==> config.mk <==
export PLATFORM = sky130hd
export DESIGN_NAME = enemy_array_hit
export DESIGN_NICKNAME = d
export VERILOG_FILES = /design/src/rtl/enemy_array_hit.sv
export SDC_FILE = /design/constraint.sdc
export NUM_CORES = 1
export LEC_CHECK = 0
export BUFFER_PORTS_ARGS = -buffer_cell sky130_fd_sc_hd__buf_2
export CAP_MARGIN = 20
export CORE_AREA = 3 3 144 146
export DETAILED_ROUTE_END_ITERATION = 8
export DIE_AREA = 0 0 147 149
export GPL_ROUTABILITY_DRIVEN = 0
export PLACE_DENSITY_LB_ADDON = 0.3
export SYNTH_ARGS = -nofsm -noshare
export SYNTH_HDL_FRONTEND = slang
export SYNTH_SLANG_ARGS = --single-unit
==> constraint.sdc <==
create_clock -name clk -period 9.5 [get_ports clk]
set_input_delay 0.475 -clock clk [delete_from_list [all_inputs] [get_ports clk]]
set_output_delay 0.475 -clock clk [all_outputs]
set_load 0.005 [all_outputs]
==> src/rtl/enemy_array_hit.sv <==
// rtl/enemy_array_hit.sv - multi-enemy projectile hit detector with HP, flash window, score and wave-clear
module enemy_array_hit #(
  parameter int NUM_ENEMIES  = 4,
  parameter int HIT_RADIUS   = 25,
  parameter int MAX_HP       = 2,
  parameter int FLASH_CYCLES = 4,
  parameter int POINTS_HIT   = 1,
  parameter int POINTS_KILL  = 5,
  parameter int SCORE_W      = 16
) (
  input  logic                      clk,
  input  logic                      reset,
  input  logic                      start,
  input  logic [NUM_ENEMIES*10-1:0] enemy_h,
  input  logic [NUM_ENEMIES*10-1:0] enemy_v,
  input  logic [9:0]                proj_h,
  input  logic [9:0]                proj_v,
  input  logic                      proj_valid,
  output logic                      proj_consume,
  output logic [NUM_ENEMIES-1:0]    hit_pulse,
  output logic [NUM_ENEMIES-1:0]    alive,
  output logic [NUM_ENEMIES-1:0]    flashing,
  output logic [SCORE_W-1:0]        score,
  output logic                      wave_clear
);

  localparam int N     = NUM_ENEMIES;
  localparam int HP_W  = $clog2(MAX_HP + 1);
  localparam int CNT_W = (FLASH_CYCLES > 1) ? $clog2(FLASH_CYCLES) : 1;

  localparam logic signed [10:0]   RADIUS    = 11'(HIT_RADIUS);
  localparam logic [HP_W-1:0]      HP_FULL   = HP_W'(MAX_HP);
  localparam logic [HP_W-1:0]      HP_ONE    = HP_W'(1);
  localparam logic [CNT_W-1:0]     CNT_LOAD  = CNT_W'(FLASH_CYCLES - 1);
  localparam logic [SCORE_W:0]     ADD_HIT   = (SCORE_W + 1)'(POINTS_HIT);
  localparam logic [SCORE_W:0]     ADD_KILL  = (SCORE_W + 1)'(POINTS_KILL);

  typedef enum logic [1:0] {
    ST_DEAD  = 2'd0,
    ST_ALIVE = 2'd1,
    ST_FLASH = 2'd2
  } state_t;

  state_t           state_q [N];
  state_t           state_d [N];
  logic [HP_W-1:0]  hp_q    [N];
  logic [HP_W-1:0]  hp_d    [N];
  logic [CNT_W-1:0] cnt_q   [N];
  logic [CNT_W-1:0] cnt_d   [N];

  logic [N-1:0]     cand;
  logic [N-1:0]     win;
  logic             any_hit;
  logic             any_fatal;
  logic             any_alive_d;
  logic             wave_active;
  logic [SCORE_W:0] score_add;
  logic [SCORE_W:0] score_sum;
  logic [SCORE_W-1:0] score_d;

  // Signed 11-bit difference keeps enemies near the screen edge hittable from the low side.
  function automatic logic in_box(input logic [9:0] p, input logic [9:0] e);
    logic signed [10:0] d;
    d = $signed({1'b0, p}) - $signed({1'b0, e});
    return (d >= -RADIUS) && (d <= RADIUS);
  endfunction

  // Candidate enemies: live, not flashing, and inside the square hit box.
  always_comb begin
    cand = '0;
    for (int i = 0; i < N; i++) begin
      cand[i] = proj_valid && (state_q[i] == ST_ALIVE)
                && in_box(proj_h, enemy_h[i*10 +: 10])
                && in_box(proj_v, enemy_v[i*10 +: 10]);
    end
  end

  // Lowest-index candidate takes the projectile; the rest are untouched.
  always_comb begin
    logic taken;
    win   = '0;
    taken = 1'b0;
    for (int i = 0; i < N; i++) begin
      if (cand[i] && !taken) begin
        win[i] = 1'b1;
        taken  = 1'b1;
      end
    end
  end

  // Per-enemy next state: flash countdown and hit handling.
  always_comb begin
    any_fatal   = 1'b0;
    any_alive_d = 1'b0;
    for (int i = 0; i < N; i++) begin
      state_d[i] = state_q[i];
      hp_d[i]    = hp_q[i];
      cnt_d[i]   = cnt_q[i];
      case (state_q[i])
        ST_FLASH: begin
          if (cnt_q[i] == '0) begin
            state_d[i] = ST_ALIVE;
          end else begin
            cnt_d[i] = cnt_q[i] - 1'b1;
          end
        end
        ST_ALIVE: begin
          if (win[i]) begin
            if (hp_q[i] == HP_ONE) begin
              state_d[i] = ST_DEAD;
              hp_d[i]    = '0;
              any_fatal  = 1'b1;
            end else begin
              state_d[i] = ST_FLASH;
              hp_d[i]    = hp_q[i] - 1'b1;
              cnt_d[i]   = CNT_LOAD;
            end
          end
        end
        default: begin
          state_d[i] = ST_DEAD;
        end
      endcase
      if (state_d[i] != ST_DEAD) begin
        any_alive_d = 1'b1;
      end
    end
  end

  // Saturating score accumulation.
  always_comb begin
    any_hit   = |win;
    score_add = '0;
    if (any_fatal) begin
      score_add = ADD_KILL;
    end else if (any_hit) begin
      score_add = ADD_HIT;
    end
    score_sum = {1'b0, score} + score_add;
    score_d   = score_sum[SCORE_W] ? {SCORE_W{1'b1}} : score_sum[SCORE_W-1:0];
  end

  // Status views derived from the registered per-enemy state.
  always_comb begin
    alive    = '0;
    flashing = '0;
    for (int i = 0; i < N; i++) begin
      alive[i]    = (state_q[i] != ST_DEAD);
      flashing[i] = (state_q[i] == ST_FLASH);
    end
  end

  // State registers: reset, then wave start, then normal hit processing.
  always_ff @(posedge clk) begin
    if (reset) begin
      for (int i = 0; i < N; i++) begin
        state_q[i] <= ST_DEAD;
        hp_q[i]    <= '0;
        cnt_q[i]   <= '0;
      end
      hit_pulse    <= '0;
      proj_consume <= 1'b0;
      score        <= '0;
      wave_clear   <= 1'b0;
      wave_active  <= 1'b0;
    end else if (start) begin
      for (int i = 0; i < N; i++) begin
        state_q[i] <= ST_ALIVE;
        hp_q[i]    <= HP_FULL;
        cnt_q[i]   <= '0;
      end
      hit_pulse    <= '0;
      proj_consume <= 1'b0;
      score        <= '0;
      wave_clear   <= 1'b0;
      wave_active  <= 1'b1;
    end else begin
      for (int i = 0; i < N; i++) begin
        state_q[i] <= state_d[i];
        hp_q[i]    <= hp_d[i];
        cnt_q[i]   <= cnt_d[i];
      end
      hit_pulse    <= win;
      proj_consume <= any_hit;
      score        <= score_d;
      if (wave_active && !any_alive_d) begin
        wave_clear  <= 1'b1;
        wave_active <= 1'b0;
      end else begin
        wave_clear  <= 1'b0;
      end
    end
  end

endmodule

After elaboration in Yosys (flattened, before gate mapping) --
Memories as Yosys holds them, arrays and structs flattened. Cells that the tools add are included.
Cells by class: add/subtract/negate cells 17, multiply operators 0, divide/modulo/power cells 0, order comparisons 16, eq/ne operators 12, shift-type cells 0, multiplexer cells 104, bitwise gates (word level) 24, reductions and logical operators 43
Operators with widths (number):
- 2-bit two-way mux | 60
- 11-bit by 6-bit greater-or-equal comparator with 1-bit output (second input constant) | 8
- 11-bit by 6-bit less-or-equal comparator with 1-bit output (second input constant) | 8
- 10-bit by 10-bit subtractor with 11-bit output | 8
- 1-bit two-way mux | 34
- 2-bit one-hot mux with 2 select lines | 8
- 1-bit logical AND | 24
- 1-bit OR | 24
- 2-bit nonzero test | 9
- 16-bit by 17-bit adder with 17-bit output | 1
- 2-bit by 1-bit == test with 1-bit output (second input constant) | 8
- 16-bit two-way mux | 1
- 2-bit by 1-bit subtractor with 2-bit output (second input constant) | 8
- 2-bit == test (second input constant) | 4
- 2-bit logical NOT | 4
- 1-bit logical NOT | 4
- 4-bit OR reduction | 1
- 3-bit two-way mux | 1
- 2-bit OR reduction | 1
Storage, ports and cells: flip-flop bits (word level) 23, latch bits 0, RAM bits 24, bits in read-only memories 0, bits of input ports 104, output and inout port bits 30, logic and storage cells 224, memories kept 3
Memory list:
- cnt_q | words 4, width 2, rd ports 4, clocked after Yosys merged registers in 0, write ports 4, RTL line 48 | logic [CNT_W-1:0] cnt_q [N];
- hp_q | words 4, width 2, rd ports 4, clocked after Yosys merged registers in 0, write ports 4, RTL line 46 | logic [HP_W-1:0] hp_q [N];
- state_q | words 4, width 2, rd ports 4, clocked after Yosys merged registers in 0, write ports 4, RTL line 44 | state_t state_q [N];

Depth between registers and ports, before layout --
Gate-level depths: netlist of the first run.
word-level depth 23, gate-level depth with buffers 23, gate-level depth less buffers 23

Worst setup path before layout of the first run --
OpenSTA, ideal clock, no wires.
kind input -> register, start in proj_v[0], end reg score[13], setup time 71 ps, data arrival time 4816 ps, required time 9429 ps, path slack 4614 ps, cell stages on the path 21, buffers on the path 2, path through inv_1 ha_1 fa_1 nand2b_1 a211oi_1 o41a_1 xnor2_1 or4b_1 and4bb_4 o22ai_1 buf_2 nand2_1 o221ai_1 ha_1 a21oi_1 nor2b_1 nand3_1 or2_2 or3_1 clkbuf_1 a21oi_1
Between the ends: longest elaborated chain between the ends 19, elaborated cells on any way between the ends 48, classes of those cells add/sub (5); order compare (8); mux (20); reduce/logical (15)
RTL lines:
- start, declared | RTL line 17 | input logic [9:0] proj_v,
- 10-bit by 10-bit subtractor with 11-bit output | RTL line 64 | d = $signed({1'b0, p}) - $signed({1'b0, e});
- 11-bit by 6-bit greater-or-equal comparator with 1-bit output or 11-bit by 6-bit less-or-equal comparator with 1-bit output (tied branches) | RTL line 65 | return (d >= -RADIUS) && (d <= RADIUS);
- 1-bit logical AND | RTL line 65
- 1-bit logical AND | RTL line 74 | && in_box(proj_v, enemy_v[i*10 +: 10]);
- 1-bit two-way mux | RTL line 84 | if (cand[i] && !taken) begin
- 1-bit two-way mux or 1-bit logical NOT (tied branches) | RTL line 108, 84
- 1-bit two-way mux or 1-bit logical AND (tied branches) | RTL line 99, 84
- 1-bit two-way mux, on equally long branches | RTL line 109, 84
- [3 not listed]
- 1-bit two-way mux or 1-bit logical NOT (tied branches) | RTL line 108, 84
- 1-bit two-way mux or 1-bit logical AND (tied branches) | RTL line 99, 84
- 1-bit two-way mux, on equally long branches | RTL line 109, 84
- 1-bit two-way mux or 4-bit OR reduction (tied branches) | RTL line 108, 132
- 1-bit two-way mux, on equally long branches | RTL line 99, 136
- 3-bit two-way mux (*) | RTL line 134 | if (any_fatal) begin
- 16-bit by 17-bit adder with 17-bit output (*) | RTL line 139 | score_sum = {1'b0, score} + score_add;
- 16-bit two-way mux (*) | RTL line 140 | score_d = score_sum[SCORE_W] ? {SCORE_W{1'b1}} : score_sum[SCORE_W-1:0];
- end signal, assigned | RTL line 185 | score <= score_d;
- end, declared | RTL line 23 | output logic [SCORE_W-1:0] score,
Mark *: on every way between the ends. The rest lies on a longest branch, timed or not. A chain may end at the register's enable or synchronous reset.

Worst setup path in the final report of the first run --
start in proj_h[0], end reg score[1]
Between the ends: longest elaborated chain between the ends 20, elaborated cells on any way between the ends 52, classes of those cells add/sub (5); order compare (8); mux (20); reduce/logical (19)
RTL lines:
- start, declared | RTL line 16 | input logic [9:0] proj_h,
- 10-bit by 10-bit subtractor with 11-bit output | RTL line 64
- 11-bit by 6-bit greater-or-equal comparator with 1-bit output or 11-bit by 6-bit less-or-equal comparator with 1-bit output (tied branches) | RTL line 65
- 1-bit logical AND | RTL line 65
- 1-bit logical AND | RTL line 73 | && in_box(proj_h, enemy_h[i*10 +: 10])
- 1-bit logical AND | RTL line 74
- 1-bit two-way mux | RTL line 84
- 1-bit two-way mux or 1-bit logical NOT (tied branches) | RTL line 108, 84
- 1-bit two-way mux or 1-bit logical AND (tied branches) | RTL line 99, 84
- [4 not listed]
- 1-bit two-way mux or 1-bit logical NOT (tied branches) | RTL line 108, 84
- 1-bit two-way mux or 1-bit logical AND (tied branches) | RTL line 99, 84
- 1-bit two-way mux, on equally long branches | RTL line 109, 84
- 1-bit two-way mux or 4-bit OR reduction (tied branches) | RTL line 108, 132
- 1-bit two-way mux, on equally long branches | RTL line 99, 136
- 3-bit two-way mux (*) | RTL line 134
- 16-bit by 17-bit adder with 17-bit output (*) | RTL line 139
- 16-bit two-way mux (*) | RTL line 140
Marks and branches as above.

==> results.ini, run 1 <==
[pwr]
leakagePower_nw=3.798
max-vdd-ir-drop_v=0.00006748
power_mw=0.7688
p_per_area_nw_per_um2=96.59

[clocking]
hold_buffers=0
worst_skew_pair.late_latency_ns=0.29
post_cts_resized=0
cts_buffers=5
cts.path.max_buffers=2
clockRootBuffer=clkbuf_16
postCtsSetupBuffers=0
cts_tree=yes
htreeDepth=2
cts.sinks=47
path_clk_slew_ns=0.07

[flow_run]
cap_violations=0

[floorplanning]
die-area_um2=21900
fp.dieW_um=147
start_util_pct=34.98
rows=51
die_h_um=149
core_area_um2=19530
boundaryPins=134

[synth]
yosysWarnings=0
synth-simple-area-share_pct=20.50
yosys-mux-area-fraction_pct=1.960
synth_area_per_cell_um2=7.788
synth_edf_count=18
post_synth_xor_area_fraction_pct=7.950
syn_inst=877
synth_seq_cells=47
synthAdderAreaFrac_pct=21.21
synthArstFlopShare_pct=0
ys_seq_area_share_pct=16.41
synth_top_family_by_area=compound AO/OA/AOI/OAI gates
netlist_area_um2=6830
synth_flop_cell=dfxtp_1
synth_cell_types=83
synth_compound_gate_area_share_pct=23.85

[worst_setup_path]
worstRegToRegCells=16
crit_path_start_kind=input port
worstPathArrival_ns=5.60
crit_type=input port to flip-flop
crit_path_max_fanout=13
crit_required_ns=9.72
endpoint_kind=flip-flop

[timing]
max_slew_margin_pct=44.20
timing.fmax_mhz=186.0
skew_ns=0.003521
finalCriticalPeriod_ns=5.376
finalHoldViolations=0
whs_ns=0.5363
tightest_slew_ns=0.8371
rsz0062_at_grt=no
slew_viol_final=0
setup_viol_count_final=0
min_period_over_period_pct=56.59
finalSetupTns_ns=0

[min_path]
hold_path_depth=2
hold_class=flip-flop to flip-flop

[place]
dp_hpwl_mm=15.20
port_buffers=133

[route]
ant_nets=0
drt_wl_total_mm=18.29
drc=0
viasPerCell=5.154
routedWlPerCell_um=14.34
vias=6577
dr.pass1.iters=5
drtIter0Drc=343

[layout]
fin_nets=1225
diodes=0
drive_gt1_share_pct=16.32
area_growth_pct=16.52
regArea_um2=1121
mostFrequentLayoutCell=buf_2
final_cell_mix=133 x buf_2, 132 x inv_1, 103 x ha_1, 80 x nor2_1, 68 x a21oi_1
multi_input_area_um2=5177
fill_cells=2090

[global_route]
grt_pass1_vias=6087
grt_pass1_wl_mm=29.26
grt.overflow.total=0
grt_max_degree=34
grt_use_total_pct=15.96
antenna_found_initial=1

[run_status]
status=complete, no violations

==> layer usage <==
metal	up-vias	track usage, %	part of all wire [%]	routed length (µm)
met4	2	2.470	1.2	225
li1	3418	-	-	-
met5	-	0	0.071	13
met2	171	25.90	44	7969
met3	18	2.552	5.9	1078
met1	2968	22.85	49	9008
==> cell families (layout without fill, tap and decap cells) <==
| logic type | after synthesis | count (layout) |
|---|---|---|
| compound gates | 230 | 230 |
| xor+xnor | 62 | 62 |
| fa+ha+maj | 111 | 111 |
| buf+inv | 144 | 273 |
| flops | 47 | 47 |
| mux | 13 | 13 |
| other cells | 1 | 6 |
| simple gates | 269 | 269 |
==> cell usage after synthesis, drive strengths merged (5+ instances only) <==
cell     number  share of area, %
inv         132               7.3
ha          103                19
nor2         80               4.4
a21oi        69               5.1
nand2        44               2.4
xnor2        35               4.5
o21ai        30               2.3
dfxtp        29               8.5
xor2         27               3.5
nand3        19               1.4
nor3         19               1.4
edfxtp       18               7.9
nand2b       17               1.6
nor2b        13               1.2
a21o         12               1.3
o21a         12               1.3
a211oi       10               1.1
mux2i        10               1.5
nand4        10               1.0
nor4         10              0.92
clkbuf        9              0.49
and3          8              0.73
fa            8               2.3
nor3b         8              0.88
o211ai        8              0.95
o21bai        8              0.88
o22ai         8              0.73
or2           8              0.73
a31oi         7              0.64
nand3b        7              0.77
o2111ai       6              0.77
o31ai         6              0.73
a2111oi       5              0.73
and2          5              0.46
or3           5              0.46
==> area by class of cell <==
cell class                 count  share of cell area, %
tap                          265                  4.166
multi-input combinational    691                  65.05
sequential                    47                  14.09
clock buffer                   6                  1.886
inverter                     132                  6.225
timing repair buffer         133                  8.363
clock inverter                 2                 0.2201
==> critical path: stages <==
cell      delay, ns
buf_2          0.10
inv_1          0.13
ha_1           0.18
inv_1          0.05
fa_1           0.40
a211oi_1       0.38
o21ai_0        0.14
a31oi_1        0.21
xnor2_1        0.16
nor4_1         0.08
and3_1         0.24
o22ai_1        0.67
nand4_2        0.29
o221ai_1       0.31
ha_1           0.21
a21oi_1        0.08
nor2b_1        0.21
nand3_1        0.13
or2_2          0.33
or3_1          0.59
a21oi_1        0.21
==> power breakdown <==
part	internal [mW]	total (mW)	leakage, nW	switching (mW)
logic	0.154	0.351	3.29	0.197
registers	0.218	0.222	0.427	0.00361
clock network	0.115	0.196	0.0826	0.0813
==> through the flow <==
| stage | worst slack, ns | cell area, µm² | instances | utilization [%] |
|---|---|---|---|---|
| 5_1_grt | 3.728 | 7959 | 1276 | 40.76 |
| 3_3_place_gp | 3.969 | 7791 | 1268 | 39.90 |
| 2_1_floorplan | 4.614 | 6849 | 882 | - |
| 4_1_cts | 4.087 | 7959 | 1276 | 40.76 |
| 3_5_place_dp | 3.792 | 7791 | 1268 | 39.90 |
| 6_report | 4.124 | 7959 | 1276 | 40.76 |
==> flip-flops by register name (all words and copies together), names as in the netlist <==
name,flops
score,16
state_q,8
proj_consume,1
wave_clear,1
wave_active,1
hit_pulse,4
hp_q,8
cnt_q,8
==> worst paths after layout <==
kind,from,end,slack [ns]
min reg2reg,hp_q[2][0],hp_q[2][0],0.54
min,hp_q[2][0],hp_q[2][0],0.54
max reg2reg,state_q[0][1],score[1],4.82
max,proj_h[0],score[1],4.12
(Power assumes the default switching activity.)
==> inputs of run 2 (changes only) <==
ABC_AREA = 1   (was not set)
CORE_AREA = 3 3 154 156   (was 3 3 144 146)
DIE_AREA = 0 0 157 159   (was 0 0 147 149)
clock period = 5 ns   (was 9.5 ns; I/O delays follow)
==> run 2 against run 1 <==
Compared with the run above: via count up 28%; setup slack lost 3.5 ns; combinational power increased by 130%; final area is 14% higher.
==> results.ini, run 2 <==
[timing]
rsz0062_at_grt=no
finalSetupTns_ns=0  ; unchanged
skew_ns=0.006366  ; +0.002845 ns
timing.fmax_mhz=228.8
setup_viol_count_final=0  ; unchanged
slew_viol_final=0  ; unchanged
finalHoldViolations=0  ; unchanged
setup_ws_ns=0.6293  ; -3.494 ns
finalCriticalPeriod_ns=4.371
min_period_over_period_pct=87.41

[synth]
synth_cell_types=46  ; -45%
synth_flop_cell=dfxtp_1
synth_area_per_cell_um2=5.785  ; -26%
synth_common_cells=445 x nand2_1, 293 x inv_1, 122 x nor2_1
synth_seq_cells=47  ; unchanged
synthArstFlopShare_pct=0  ; unchanged
yosysWarnings=0  ; unchanged
syn_inst=1355  ; +55%
yosysTopAreaCell=nand2_1
yosysMostFrequentCell=nand2_1
synth_area_leaders=nand2_1 21%, ha_1 16%, inv_1 14%
synth_edf_count=18  ; unchanged
synth_top_area_share_pct=21.31  ; +2.4 points
netlist_area_um2=7839  ; +15%
ys_seq_area_share_pct=14.30  ; -2.1 points

[route]
drt_wl_total_mm=20.87  ; +14%
drtIter0Drc=397  ; +16%
drc=0  ; unchanged
viasPerCell=4.704  ; -8.7%
dr.pass1.iters=5  ; unchanged
vias=8396  ; +28%
ant_nets=0  ; unchanged
routedWlPerCell_um=11.69  ; -18%

[layout]
top_register=score
mostFrequentLayoutCell=nand2_1
regArea_um2=1121  ; unchanged
final_cell_mix=445 x nand2_1, 293 x inv_1, 133 x buf_2, 122 x nor2_1, 119 x nand3_1
fin_nets=1714  ; +40%
fill_cells=2455  ; +17%
largest_reg_flops=16  ; unchanged
multi_input_area_um2=5614  ; +8.4%
area_growth_pct=15.26
diodes=0  ; unchanged
drive_gt1_share_pct=11.20  ; -5.1 points

[place]
pre_cts_ws_ns=0.3420  ; -3.450 ns
dp_hpwl_mm=17.70  ; +16%
port_buffers=133  ; unchanged

[pwr]
combPwrFrac_pct=51.1  ; +5.5 points
p_per_area_nw_per_um2=171.2  ; +77%
power.share.switching_pct=40.74  ; +4.0 points
leakagePower_nw=5.528  ; +46%
p_switching_mw=0.6303  ; +120%
clkPwrFrac_pct=21.5  ; -4.0 points
p_seq_share_pct=27.4  ; -1.4 points
max-vdd-ir-drop_v=0.0001483  ; +120%
p_int_mw=0.9169  ; +88%

[min_path]
hold_path_depth=2  ; unchanged
hold_class=input port to flip-flop
hp-start=reset
min_to=state_q[1][0]

[clocking]
cts_buffers=5  ; unchanged
clockRootBuffer=clkbuf_16
htreeDepth=2  ; unchanged
cts_tree=yes
cts.sinks=47  ; unchanged
post_cts_resized=0  ; unchanged
hold_buffers=0  ; unchanged
postCtsSetupBuffers=0  ; unchanged
worst_skew_pair.late_latency_ns=0.28  ; about the same
path_clk_slew_ns=0.06  ; about the same
cts.path.max_buffers=2  ; unchanged

[floorplanning]
fp.dieW_um=157  ; +6.8%
rows=55  ; +7.8%
core_area_um2=22500  ; +15%
boundaryPins=134  ; unchanged
start_util_pct=34.83  ; -0.15 points
die_h_um=159  ; +6.7%
die-area_um2=24960  ; +14%

[worst_setup_path]
crit_path_start_kind=input port
cpMaxStageDelayCell=fa_1
crit_path_max_fanout=6  ; -7
endpoint_kind=flip-flop
crit_required_ns=5.17  ; -4.55 ns
crit_path_frequent_cell=nand3_1
r2r-start=state_q[1][1]
setup.worst_path.start=proj_h[0]
worstRegToRegCells=21  ; +5
crit_type=input port to flip-flop
r2r-end=score[15]
r2r_setup_slack_ns=1.43  ; -3.39 ns
worstPathArrival_ns=4.54  ; -1.06 ns
worst_path_largest_cell_delay_ns=0.42  ; -0.25 ns

[global_route]
antenna_found_initial=0  ; -1
grt_pass1_wl_mm=35.37  ; +21%
grt_use_total_pct=16.65  ; +0.69 points
grt.overflow.total=0  ; unchanged
grt_max_degree=29  ; -15%
grt_pass1_vias=7862  ; +29%

[run_status]
status=complete, no violations

[flow_run]
cap_violations=0  ; unchanged

-- run 2: cell count changes in the layout (fill, tap and decap cells not counted), moves of 13 or more --
cell and change:
nand2b_1 -17, nor2_1 +42, inv_1 +161, nand3_1 +100
nor2b_1 -13, xnor2_1 -27, nand2_1 +401, nand3b_1 +13
a21oi_1 -25, nand4_1 +27
-- run 2: layer usage --
layer	up-vias	part of all wire [%]	GRT usage, %
met5	-	0	0
li1	4524	-	-
met4	0	1.0	2.268
met1	3673	48	22.41
met2	179	47	29.33
met3	20	4.3	1.685
-- run 2: area by class of cell --
class	count	area share, %
inverter	295	12.26
clock inverter	1	0.05539
timing repair buffer	136	7.617
multi-input combinational	1014	62.14
sequential	47	12.41
clock buffer	7	1.579
tap	285	3.947
-- run 2: how the worst max path moves through the flow --
stage	end	slack (ns)	cells after the start
after floorplan	score[2]	0.94	25
after CTS	score[15]	0.63	29
final	score[15]	0.63	29
after detailed placement	score[15]	0.34	29
after global placement	score[15]	0.51	29
after global routing	score[15]	0.1	31
-- run 2: metrics by stage --
| stage | utilization [%] | power, mW | hold WS [ns] | instance area, µm² | instances |
|---|---|---|---|---|---|
| final | 40.15 | 1.547 | 0.3624 | 9035 | 1785 |
| after CTS | 40.15 | 1.555 | 0.3607 | 9035 | 1785 |
| after global placement | 39.49 | 1.210 | 0.4361 | 8887 | 1777 |
| after detailed placement | 39.49 | 1.220 | 0.4365 | 8887 | 1777 |
| after floorplan | - | 1.023 | 0.4233 | 7858 | 1360 |
| after global routing | 40.15 | 1.710 | 0.3707 | 9035 | 1785 |
-- run 2: logic make-up (layout without fill, tap and decap cells) --
kind of cell | count (synthesis) | after routing | share of synthesized area [%]
AOI/OAI and AO/OA | 87 | 87 | 6.417
DFF | 47 | 47 | 14.30
other | 1 | 6 | 0.04784
and+or+nand+nor | 780 | 780 | 43.08
xor gates and xnor gates | 30 | 30 | 3.352
adders and majority gates | 111 | 111 | 18.48
buffers and inverters | 299 | 439 | 14.32
-- run 2: power groups by stage --
stage               registers, mW  clock network (mW)  logic, mW
floorplan                   0.430                   0      0.593
global placement            0.431                   0      0.779
detailed placement          0.432                   0      0.788
CTS                         0.424               0.339      0.793
global route                0.425               0.356      0.929
finish                      0.424               0.332      0.791
-- run 2: critical path: cells and delay by family --
family | cells | cell delay, ns
compound gates | 2 | 0.33
xor+xnor | 1 | 0.18
fa+ha+maj | 3 | 0.97
buf+inv | 4 | 0.37
simple gates | 19 | 2.42
